===== src/rtl/config_pkg.sv =====
// config_pkg: shared types and constants for the configuration sequencer.
// Holds target-type codes, the idle bus address, the broadcast tile id,
// the sequencer state enum and the buffered command struct.
package config_pkg;
  localparam logic [15:0] CONFIG_SB  = 16'd7;
  localparam logic [15:0] CONFIG_CB0 = 16'd6;
  localparam logic [15:0] CONFIG_CB1 = 16'd5;
  localparam logic [15:0] CONFIG_CLB = 16'd4;
  localparam logic [31:0] IDLE_ADDR  = 32'h0000_0000;
  localparam logic [15:0] BCAST_ID   = 16'hFFFF;
  typedef enum logic [1:0] {S_IDLE, S_ISSUE, S_BCAST, S_FINISH} state_t;
  typedef struct packed {
    logic [31:0] addr;
    logic [31:0] data;
    logic        last;
  } cmd_t;
  function automatic logic is_bcast(cmd_t c);
    return c.addr[15:0] == BCAST_ID;
  endfunction
endpackage


===== src/rtl/config_fifo.sv =====
// config_fifo: synchronous FIFO with full/empty flags; a push while full
// succeeds when a pop happens in the same cycle.
// Ports: clk, reset (sync, active-low), i_push, i_pop, i_data,
//        o_data (head, valid when !o_empty), o_full, o_empty.
module config_fifo #(
  parameter int DEPTH = 4,
  parameter int WIDTH = 8
) (
  input  logic             clk,
  input  logic             reset,
  input  logic             i_push,
  input  logic             i_pop,
  input  logic [WIDTH-1:0] i_data,
  output logic [WIDTH-1:0] o_data,
  output logic             o_full,
  output logic             o_empty
);
  localparam int AW = $clog2(DEPTH);
  logic [WIDTH-1:0] r_mem [DEPTH];
  logic [AW:0] r_wp, r_rp;
  logic w_wr, w_rd;
  assign o_empty = r_wp == r_rp;
  assign o_full  = r_wp == {~r_rp[AW], r_rp[AW-1:0]};
  assign w_rd    = i_pop && !o_empty;
  assign w_wr    = i_push && (!o_full || w_rd);
  assign o_data  = r_mem[r_rp[AW-1:0]];
  always_ff @(posedge clk) begin
    if (!reset) begin
      r_wp <= '0;
      r_rp <= '0;
    end else begin
      r_wp <= w_wr ? r_wp + (AW+1)'(1) : r_wp;
      r_rp <= w_rd ? r_rp + (AW+1)'(1) : r_rp;
    end
  end
  always_ff @(posedge clk) if (w_wr) r_mem[r_wp[AW-1:0]] <= i_data;
endmodule


===== src/rtl/config_sequencer.sv =====
// config_sequencer: buffers host config commands and issues them as one-cycle
// array writes, pulsing done after the last command of a bitstream.
// Optional feature macro: CONFIG_SEQUENCER_BROADCAST_EN (tile_id 16'hFFFF
// expands into NUM_TILES writes to tiles 0..NUM_TILES-1).
// Ports: clk, reset (sync, active-low); host side cmd_valid/cmd_ready/
//        cmd_addr/cmd_data/cmd_last; array side config_addr/config_data;
//        status busy, done, write_count.
module config_sequencer
  import config_pkg::*;
#(
  parameter int FIFO_DEPTH = 4,
  parameter int NUM_TILES  = 16
) (
  input  logic        clk,
  input  logic        reset,
  input  logic        cmd_valid,
  output logic        cmd_ready,
  input  logic [31:0] cmd_addr,
  input  logic [31:0] cmd_data,
  input  logic        cmd_last,
  output logic [31:0] config_addr,
  output logic [31:0] config_data,
  output logic        busy,
  output logic        done,
  output logic [15:0] write_count
);
  state_t r_state, w_next, w_go;
  cmd_t r_hold, w_head, w_cmd_in;
  logic r_hv, w_full, w_empty, w_push, w_pop, w_end, w_wr;
  logic [15:0] r_wc;
  assign w_cmd_in    = {cmd_addr, cmd_data, cmd_last};
  assign cmd_ready   = reset && !w_full;
  assign w_push      = cmd_valid && cmd_ready;
  assign w_wr        = r_state inside {S_ISSUE, S_BCAST};
  assign busy        = r_state != S_IDLE || !w_empty || r_hv;
  assign write_count = r_wc;
  config_fifo #(.DEPTH(FIFO_DEPTH), .WIDTH($bits(cmd_t))) u_fifo (
    .clk     (clk),
    .reset   (reset),
    .i_push  (w_push),
    .i_pop   (w_pop),
    .i_data  (w_cmd_in),
    .o_data  (w_head),
    .o_full  (w_full),
    .o_empty (w_empty)
  );
`ifdef CONFIG_SEQUENCER_BROADCAST_EN
  logic [15:0] r_tile;
  assign w_end = r_state == S_ISSUE || (r_state == S_BCAST && r_tile == 16'(NUM_TILES - 1));
  assign w_go  = (r_hv ? is_bcast(r_hold) : is_bcast(w_head)) ? S_BCAST : S_ISSUE;
  always_ff @(posedge clk) begin
    if (!reset) r_tile <= '0;
    else r_tile <= w_pop ? '0 : (r_state == S_BCAST) ? r_tile + 16'd1 : r_tile;
  end
`else
  assign w_end = r_state == S_ISSUE;
  assign w_go  = S_ISSUE;
`endif
  // r_hv marks a command popped at the end of a write and waiting one IDLE
  // cycle in r_hold, which keeps the cadence at one write every two cycles.
  always_comb begin
    w_next      = r_state;
    w_pop       = 1'b0;
    done        = 1'b0;
    config_addr = IDLE_ADDR;
    config_data = '0;
    case (r_state)
      S_IDLE: begin
        w_pop  = !r_hv && !w_empty;
        w_next = (r_hv || !w_empty) ? w_go : S_IDLE;
      end
      S_ISSUE: begin
        config_addr = r_hold.addr;
        config_data = r_hold.data;
      end
`ifdef CONFIG_SEQUENCER_BROADCAST_EN
      S_BCAST: begin
        config_addr = {r_hold.addr[31:16], r_tile};
        config_data = r_hold.data;
      end
`endif
      S_FINISH: begin
        done   = 1'b1;
        w_next = S_IDLE;
      end
      default: w_next = S_IDLE;
    endcase
    if (w_end) begin
      w_pop  = !r_hold.last && !w_empty;
      w_next = r_hold.last ? S_FINISH : S_IDLE;
    end
  end
  always_ff @(posedge clk) begin
    if (!reset) begin
      r_state <= S_IDLE;
      r_hold  <= '0;
      r_hv    <= 1'b0;
      r_wc    <= '0;
    end else begin
      r_state <= w_next;
      r_hv    <= w_end && w_pop;
      if (w_pop) r_hold <= w_head;
      r_wc    <= (r_state == S_FINISH) ? '0 : (w_wr && r_wc != 16'hFFFF) ? r_wc + 16'd1 : r_wc;
    end
  end
endmodule

===== config.mk =====
export PLATFORM = sky130hd
export DESIGN_NAME = config_sequencer
export DESIGN_NICKNAME = d
export VERILOG_FILES = /design/src/rtl/config_pkg.sv /design/src/rtl/config_fifo.sv /design/src/rtl/config_sequencer.sv
export SDC_FILE = /design/constraint.sdc
export NUM_CORES = 1
export LEC_CHECK = 0
export CORE_UTILIZATION = 45
export CTS_CLUSTER_SIZE = 10
export DETAILED_ROUTE_END_ITERATION = 10
export DONT_BUFFER_PORTS = 1
export PLACE_DENSITY_LB_ADDON = 0.15
export SYNTH_ARGS = -nofsm -noshare
export SYNTH_HDL_FRONTEND = slang
export SYNTH_SLANG_ARGS = --single-unit

===== constraint.sdc =====
create_clock -name clk -period 3.4 [get_ports clk]
set_input_delay 0.51 -clock clk [delete_from_list [all_inputs] [get_ports clk]]
set_output_delay 0.51 -clock clk [all_outputs]
set_load 0.05 [all_outputs]

==> key figures, run 1 <==
Status
  – Status: completed

Floorplan
  – Core region area: 29600 µm²
  – DIE WIDTH: 175 µm
  – Starting density of the core: 45.7%
  – Die Span Y: 175 µm
  – Die area: 30700 µm²
  – Site Rows: 63
  – Ports: 151

Synthesis
  – Top-count cell post-synth: edfxtp_1
  – Multiplexer share of the synthesized area: 11.0%
  – Top area cells in the synthesized netlist: edfxtp_1 (58%), dfxtp_1 (13%), mux4_2 (11%), and2_1 (3.1%), nand3_1 (2.6%)
  – Mapped cell area: 13500 µm²
  – Synth Area per Inst: 15.8 µm²
  – Register bit total from synthesis: 350
  – Largest family of logic cells by synthesized area: multiplexers
  – XOR/XNOR share of the synthesized area: 0.454%
  – Synth Area in Simple Gates: 10.0%
  – Synth cell count leaders: edfxtp_1 (260), dfxtp_1 (90), nand2_1 (77), nand3_1 (71), o21ai_0 (69)
  – Number of flops mapped to enable cells by yosys: 260
  – Post-synthesis compound-gate area fraction: 4.43%
  – Post-Synthesis Cells: 855
  – Synthesized net count: 932
  – Warnings, synthesis: 0
  – Register area share after synthesis: 71.2%
  – Top cell type by total area after synthesis: edfxtp_1
  – Netlist cell types: 46
  – Synth Area in Adders: 0.834%
  – Synth top area share: 57.9%
  – Post-synthesis async set-or-reset flop share: 0%
  – Synth Flop Type: edfxtp_1

Timing
  – Period utilization: 85.9%
  – RSZ-0062 raised after global routing: false
  – Final min period: 2.92 ns
  – Worst slew margin: 28.7%
  – Slew @ Worst Pin: 1.07 ns
  – Final setup TNS: 0 ns
  – Final hold vios: 0
  – Hold_ws: 0.0878 ns
  – Pins over their slew limit: 0
  – Final setup fails: 0
  – Peak Freq: 342 MHz
  – Clk_skew: 0.00928 ns

Drt
  – DRT Pass-1 Iters: 4
  – Avg WL per Cell: 20.6 µm
  – Initial DRC Count: 385
  – Via Count: 7046
  – Post-Route WL: 26.4 mm
  – Antenna Nets Post-Route: 0
  – Vias per cell: 5.50
  – Drc violations: 0

Clock tree
  – Clk slew on worst S/H paths: 0.05 ns
  – Clock sink count: 350
  – Hold-fix buffers, CTS: 0
  – Clock Latency Late Sink: 0.51 ns
  – Post-CTS Resized: 0
  – CTS Buf Count: 41
  – Setup Buffers After CTS: 0
  – H-Tree Level Count: 2
  – CTS tree: yes
  – Root buf cell: clkbuf_16
  – Max Root-Sink Buffers: 3

Power
  – Cell-internal power: 8270 µW
  – Static leakage: 0.00492 µW
  – Part of the power in combinational logic: 21.4%
  – Clk network pwr share: 32.7%
  – Sw power: 3490 µW
  – Switching Fraction: 29.7%
  – Max VDD drop: 0.000378 V
  – Pwr dens: 777 nW/µm²
  – Sequential Power Share: 45.9%

Placed design
  – GPL Wtd Cong: 0.811
  – DP HPWL: 15.3 mm
  – Placed Area: 14000 µm²
  – Port Buffer Count: 0

Layout
  – Area Overhead vs Synth: 12.1%
  – Design area: 15100 µm²
  – Share of post-route cells with drive strength above 1: 15.8%
  – Antenna cells: 0
  – Post-layout util: 51.2%
  – Nets@finish: 937

Setup path
  – CP endpoint kind: output pin
  – Critical path startpoint category: register
  – Worst setup path class: reg2out
  – Largest fanout on the critical path: 39
  – Required time of the critical path: 2.89 ns
  – Worst Path Arrival: 2.41 ns

Global routing
  – First-pass GRT wire length: 41.3 mm
  – Initial antenna violation count: 0
  – Total grt overflow: 0
  – Total track usage: 17.5%
  – Pin count of the biggest net entering global routing: 149
  – Vias in the first global route: 7316

Job
  – Max-cap violations: 0

Hold path
  – Hold Crit Class: in2reg
metrics by stage:
stage / total power (µW) / worst slack (ns) / std cells
finish: 11800 / 0.480 / 1281
detailed placement: 8070 / 0.680 / 1207
CTS: 11900 / 0.401 / 1281
global route: 12300 / 0.301 / 1281
floorplan: 7500 / 0.318 / 855
global placement: 8010 / 0.712 / 1207
routing by layer:
metal  share of wire (%)  global-route usage, %  vias to the layer above
met4                 1.8                   4.67                        0
met1                  40                   20.9                     3558
met3                 7.5                   5.42                       40
li1                    -                      -                     3272
met2                  51                   30.7                      176
met5                   0                      0                        -
registers in the layout, summed over array words and instances, names as in the netlist:
signal and flops:
u_fifo.r_mem 260, r_hold 65, write_count 16, u_fifo.r_rp 3, u_fifo.r_wp 3, r_state 2
r_hv 1
power groups by stage:
stage                     Combinational, µW  Sequential, µW  Clock (µW)
final                                  2520            5400        3850
after global routing                   2770            5460        4110
after CTS                              2570            5410        3950
after detailed placement               2570            5500           0
after global placement                 2540            5470           0
after floorplan                        2140            5350           0
logic make-up (layout without fill, tap and decap cells):
group,count (synthesis),after routing
buf+inv,62,98
mux,67,67
flops,350,350
compound gates,102,102
fa+ha+maj,9,9
simple gates,258,258
xor+xnor,7,7
path summary, 6_finish.rpt:
kind / startpoint / endpoint / slack [ns] / cells after the start
max: r_state[1] / config_addr[23] / 0.48 / 4
min: cmd_addr[2] / u_fifo.r_mem[1][35] / 0.09 / 0
max reg2reg: u_fifo.r_rp[0] / u_fifo.r_mem[0][49] / 0.75 / 4
min reg2reg: r_hold[37] / r_hold[37] / 0.46 / 2
critical path: stages, from the launching register on:
cell,delay [ns]
dfxtp_1,0.31
inv_1,0.08
ha_2,0.57
buf_4,0.42
and2_1,0.51
cells in the final DEF (no fill, tap or decap), types with 4 or more instances in the layout:
master and instances:
o21ai_0 69, clkbuf_16 41, edfxtp_1 260, nand3_1 71
and3_1 4, mux4_2 65, nand4_1 6, buf_12 5
and3_4 4, nor3_1 5, and2_1 66, dfxtp_1 88
ha_1 8, a21oi_1 9, nand2_1 77, nand2b_1 4
xor2_1 4, inv_1 8, o21ai_1 4, buf_4 11
clkbuf_1 28
layout make-up:
cell class	instances	area, µm²
inverters	8	30.0
well taps	390	488
multi-input cells	443	3640
flip-flops and latches	350	9620
fillers	2467	14400
repair buffers	16	183
clock inverters	4	27.5
clock buffers	70	1140
(Power assumes the default switching activity.)
==> run 2, diff against run 1 <==
- CORE_MARGIN: not set -> 2
- SKIP_LAST_GASP: not set -> 1
==> key figures, run 2 (same netlist as run 1, synthesis figures left out) <==
Clock tree
  – Clk slew on worst S/H paths: 0.05 ns (about the same)
  – CTS tree: yes (unchanged)
  – Clock sink count: 350 (unchanged)
  – Root buf cell: clkbuf_16 (unchanged)
  – Setup Buffers After CTS: 0 (unchanged)
  – Max Root-Sink Buffers: 3 (unchanged)
  – Post-CTS Resized: 0 (unchanged)
  – CTS Buf Count: 41 (unchanged)
  – H-Tree Level Count: 2 (unchanged)
  – Hold-fix buffers, CTS: 0 (unchanged)
  – Clock Latency Late Sink: 0.52 ns (was 0.51 ns)

Global routing
  – Total track usage: 17.8% (was 17.5%)
  – Vias in the first global route: 7544 (was 7316)
  – Pin count of the biggest net entering global routing: 149 (unchanged)
  – Initial antenna violation count: 0 (unchanged)
  – First-pass GRT wire length: 42.8 mm (was 41.3 mm)
  – Total grt overflow: 0 (unchanged)

Layout
  – Nets@finish: 939 (was 937)
  – Most frequent cells in the layout: edfxtp_1 (260), dfxtp_1 (88), nand2_1 (77) (unchanged)
  – Commonest non-fill, non-tap cell in the layout: edfxtp_1 (unchanged)
  – Max reg flops: 260 (unchanged)
  – Reg area: 9620 µm² (unchanged)
  – # fillers: 2437 (was 2467)
  – Fin cells: 1282 (was 1281)
  – Area Overhead vs Synth: 12.4% (was 12.1%)
  – Antenna cells: 0 (unchanged)
  – Multi-input combinational cell area: 3640 µm² (unchanged)
  – Share of post-route cells with drive strength above 1: 15.8% (about the same)
  – Design area: 15200 µm² (was 15100 µm²)

Drt
  – DRT Pass-1 Iters: 5 (was 4)
  – Initial DRC Count: 508 (was 385)
  – Drc violations: 0 (unchanged)
  – Via Count: 7095 (was 7046)
  – Vias per cell: 5.53 (was 5.50)
  – Post-Route WL: 27.3 mm (was 26.4 mm)
  – Avg WL per Cell: 21.3 µm (was 20.6 µm)
  – Antenna Nets Post-Route: 0 (unchanged)

Timing
  – Final hold vios: 0 (unchanged)
  – Final setup TNS: 0 ns (unchanged)
  – Final setup fails: 0 (unchanged)
  – Hold_ws: 0.0845 ns (was 0.0878 ns)
  – RSZ-0062 raised after global routing: false (unchanged)
  – Final min period: 2.75 ns (was 2.92 ns)
  – Slew @ Worst Pin: 1.05 ns (was 1.07 ns)
  – Worst slew margin: 30.1% (was 28.7%)
  – Clk_skew: 0.00507 ns (was 0.00928 ns)
  – Fin worst setup slack: 0.655 ns (was 0.480 ns)
  – Peak Freq: 364 MHz (was 342 MHz)
  – Period utilization: 80.7% (was 85.9%)
  – Pins over their slew limit: 0 (unchanged)

Floorplan
  – Site Rows: 63 (unchanged)
  – DIE WIDTH: 177 µm (was 175 µm)
  – Die area: 31400 µm² (was 30700 µm²)
  – Starting density of the core: 45.7% (unchanged)
  – Die Span Y: 177 µm (was 175 µm)
  – Ports: 151 (unchanged)
  – Core region area: 29600 µm² (unchanged)

Job
  – Max-cap violations: 0 (unchanged)

Setup path
  – Worst setup path class: reg2out (unchanged)
  – Worst setup path startpoint: r_state[1] (unchanged)
  – CP endpoint kind: output pin (unchanged)
  – Worst Path Arrival: 2.24 ns (was 2.41 ns)
  – Critical path startpoint category: register (unchanged)
  – Required time of the critical path: 2.89 ns (about the same)
  – Worst r2r src: u_fifo.r_wp[1] (was u_fifo.r_rp[0])
  – Largest fanout on the critical path: 33 (was 39)

Placed design
  – Placed cells: 1209 (was 1207)
  – GPL Wtd Cong: 0.789 (was 0.811)
  – Port Buffer Count: 0 (unchanged)
  – DP Worst Slack: 0.951 ns (was 0.680 ns)
  – Placed Area: 14000 µm² (about the same)
  – DP HPWL: 16.7 mm (was 15.3 mm)

Status
  – Status: completed (unchanged)

Hold path
  – Hold Crit Class: in2reg (unchanged)
  – HP Start: cmd_data[5] (was cmd_addr[2])

Power
  – Max VDD drop: 0.000484 V (was 0.000378 V)
  – Pwr dens: 776 nW/µm² (was 777 nW/µm²)
  – Static leakage: 0.00493 µW (was 0.00492 µW)
-- run 2: cell types whose count changed in the layout (fill, tap and decap cells not counted), sizes merged --
cell,previous run,this run
clkinv,2,3
inv,10,8
buf,16,18
-- run 2: worst max-delay path: stages (launching register included) --
cell	delay (ns)
dfxtp_1	0.31
inv_1	0.08
ha_2	0.46
buf_4	0.35
and2_1	0.51
-- run 2: final timing paths --
check	depth (start not counted)	end	slack (ns)
max	4	config_addr[8]	0.65
max reg2reg	4	u_fifo.r_mem[3][23]	0.94
min reg2reg	2	r_hold[21]	0.45
min	0	u_fifo.r_mem[3][6]	0.08
-- run 2: area by class of cell --
type                       instances  area share (%)
clock buffer                      70            7.63
clock inverter                     3           0.190
inverter                           8           0.198
multi-input combinational        443            24.0
sequential                       350            63.4
tap                              390            3.22
timing repair buffer              18            1.30
-- run 2: per-layer routing --
metal	share of wire, %	wire length, µm	track usage, %	vias up
met5	0	0	0	-
met4	2.4	643	5.48	0
met3	7.3	1990	4.79	45
met2	49	13300	29.7	210
met1	42	11400	22.9	3562
li1	-	-	-	3278
-- run 2: power breakdown --
part	internal [µW]	leakage [µW]	switching [µW]	total [µW]
registers	5100	0.00310	236	5340
clock network	2300	0.000563	1560	3860
logic	886	0.00127	1680	2570
total	8290	0.00493	3480	11800
-- run 2: stage by stage --
| step | utilization, % | total power, µW |
|---|---|---|
| final | 51.3 | 11800 |
| after global routing | 51.3 | 12400 |
| after CTS | 51.3 | 11900 |
| after detailed placement | 47.3 | 8050 |
| after global placement | 47.3 | 7990 |
| after floorplan | - | 7500 |
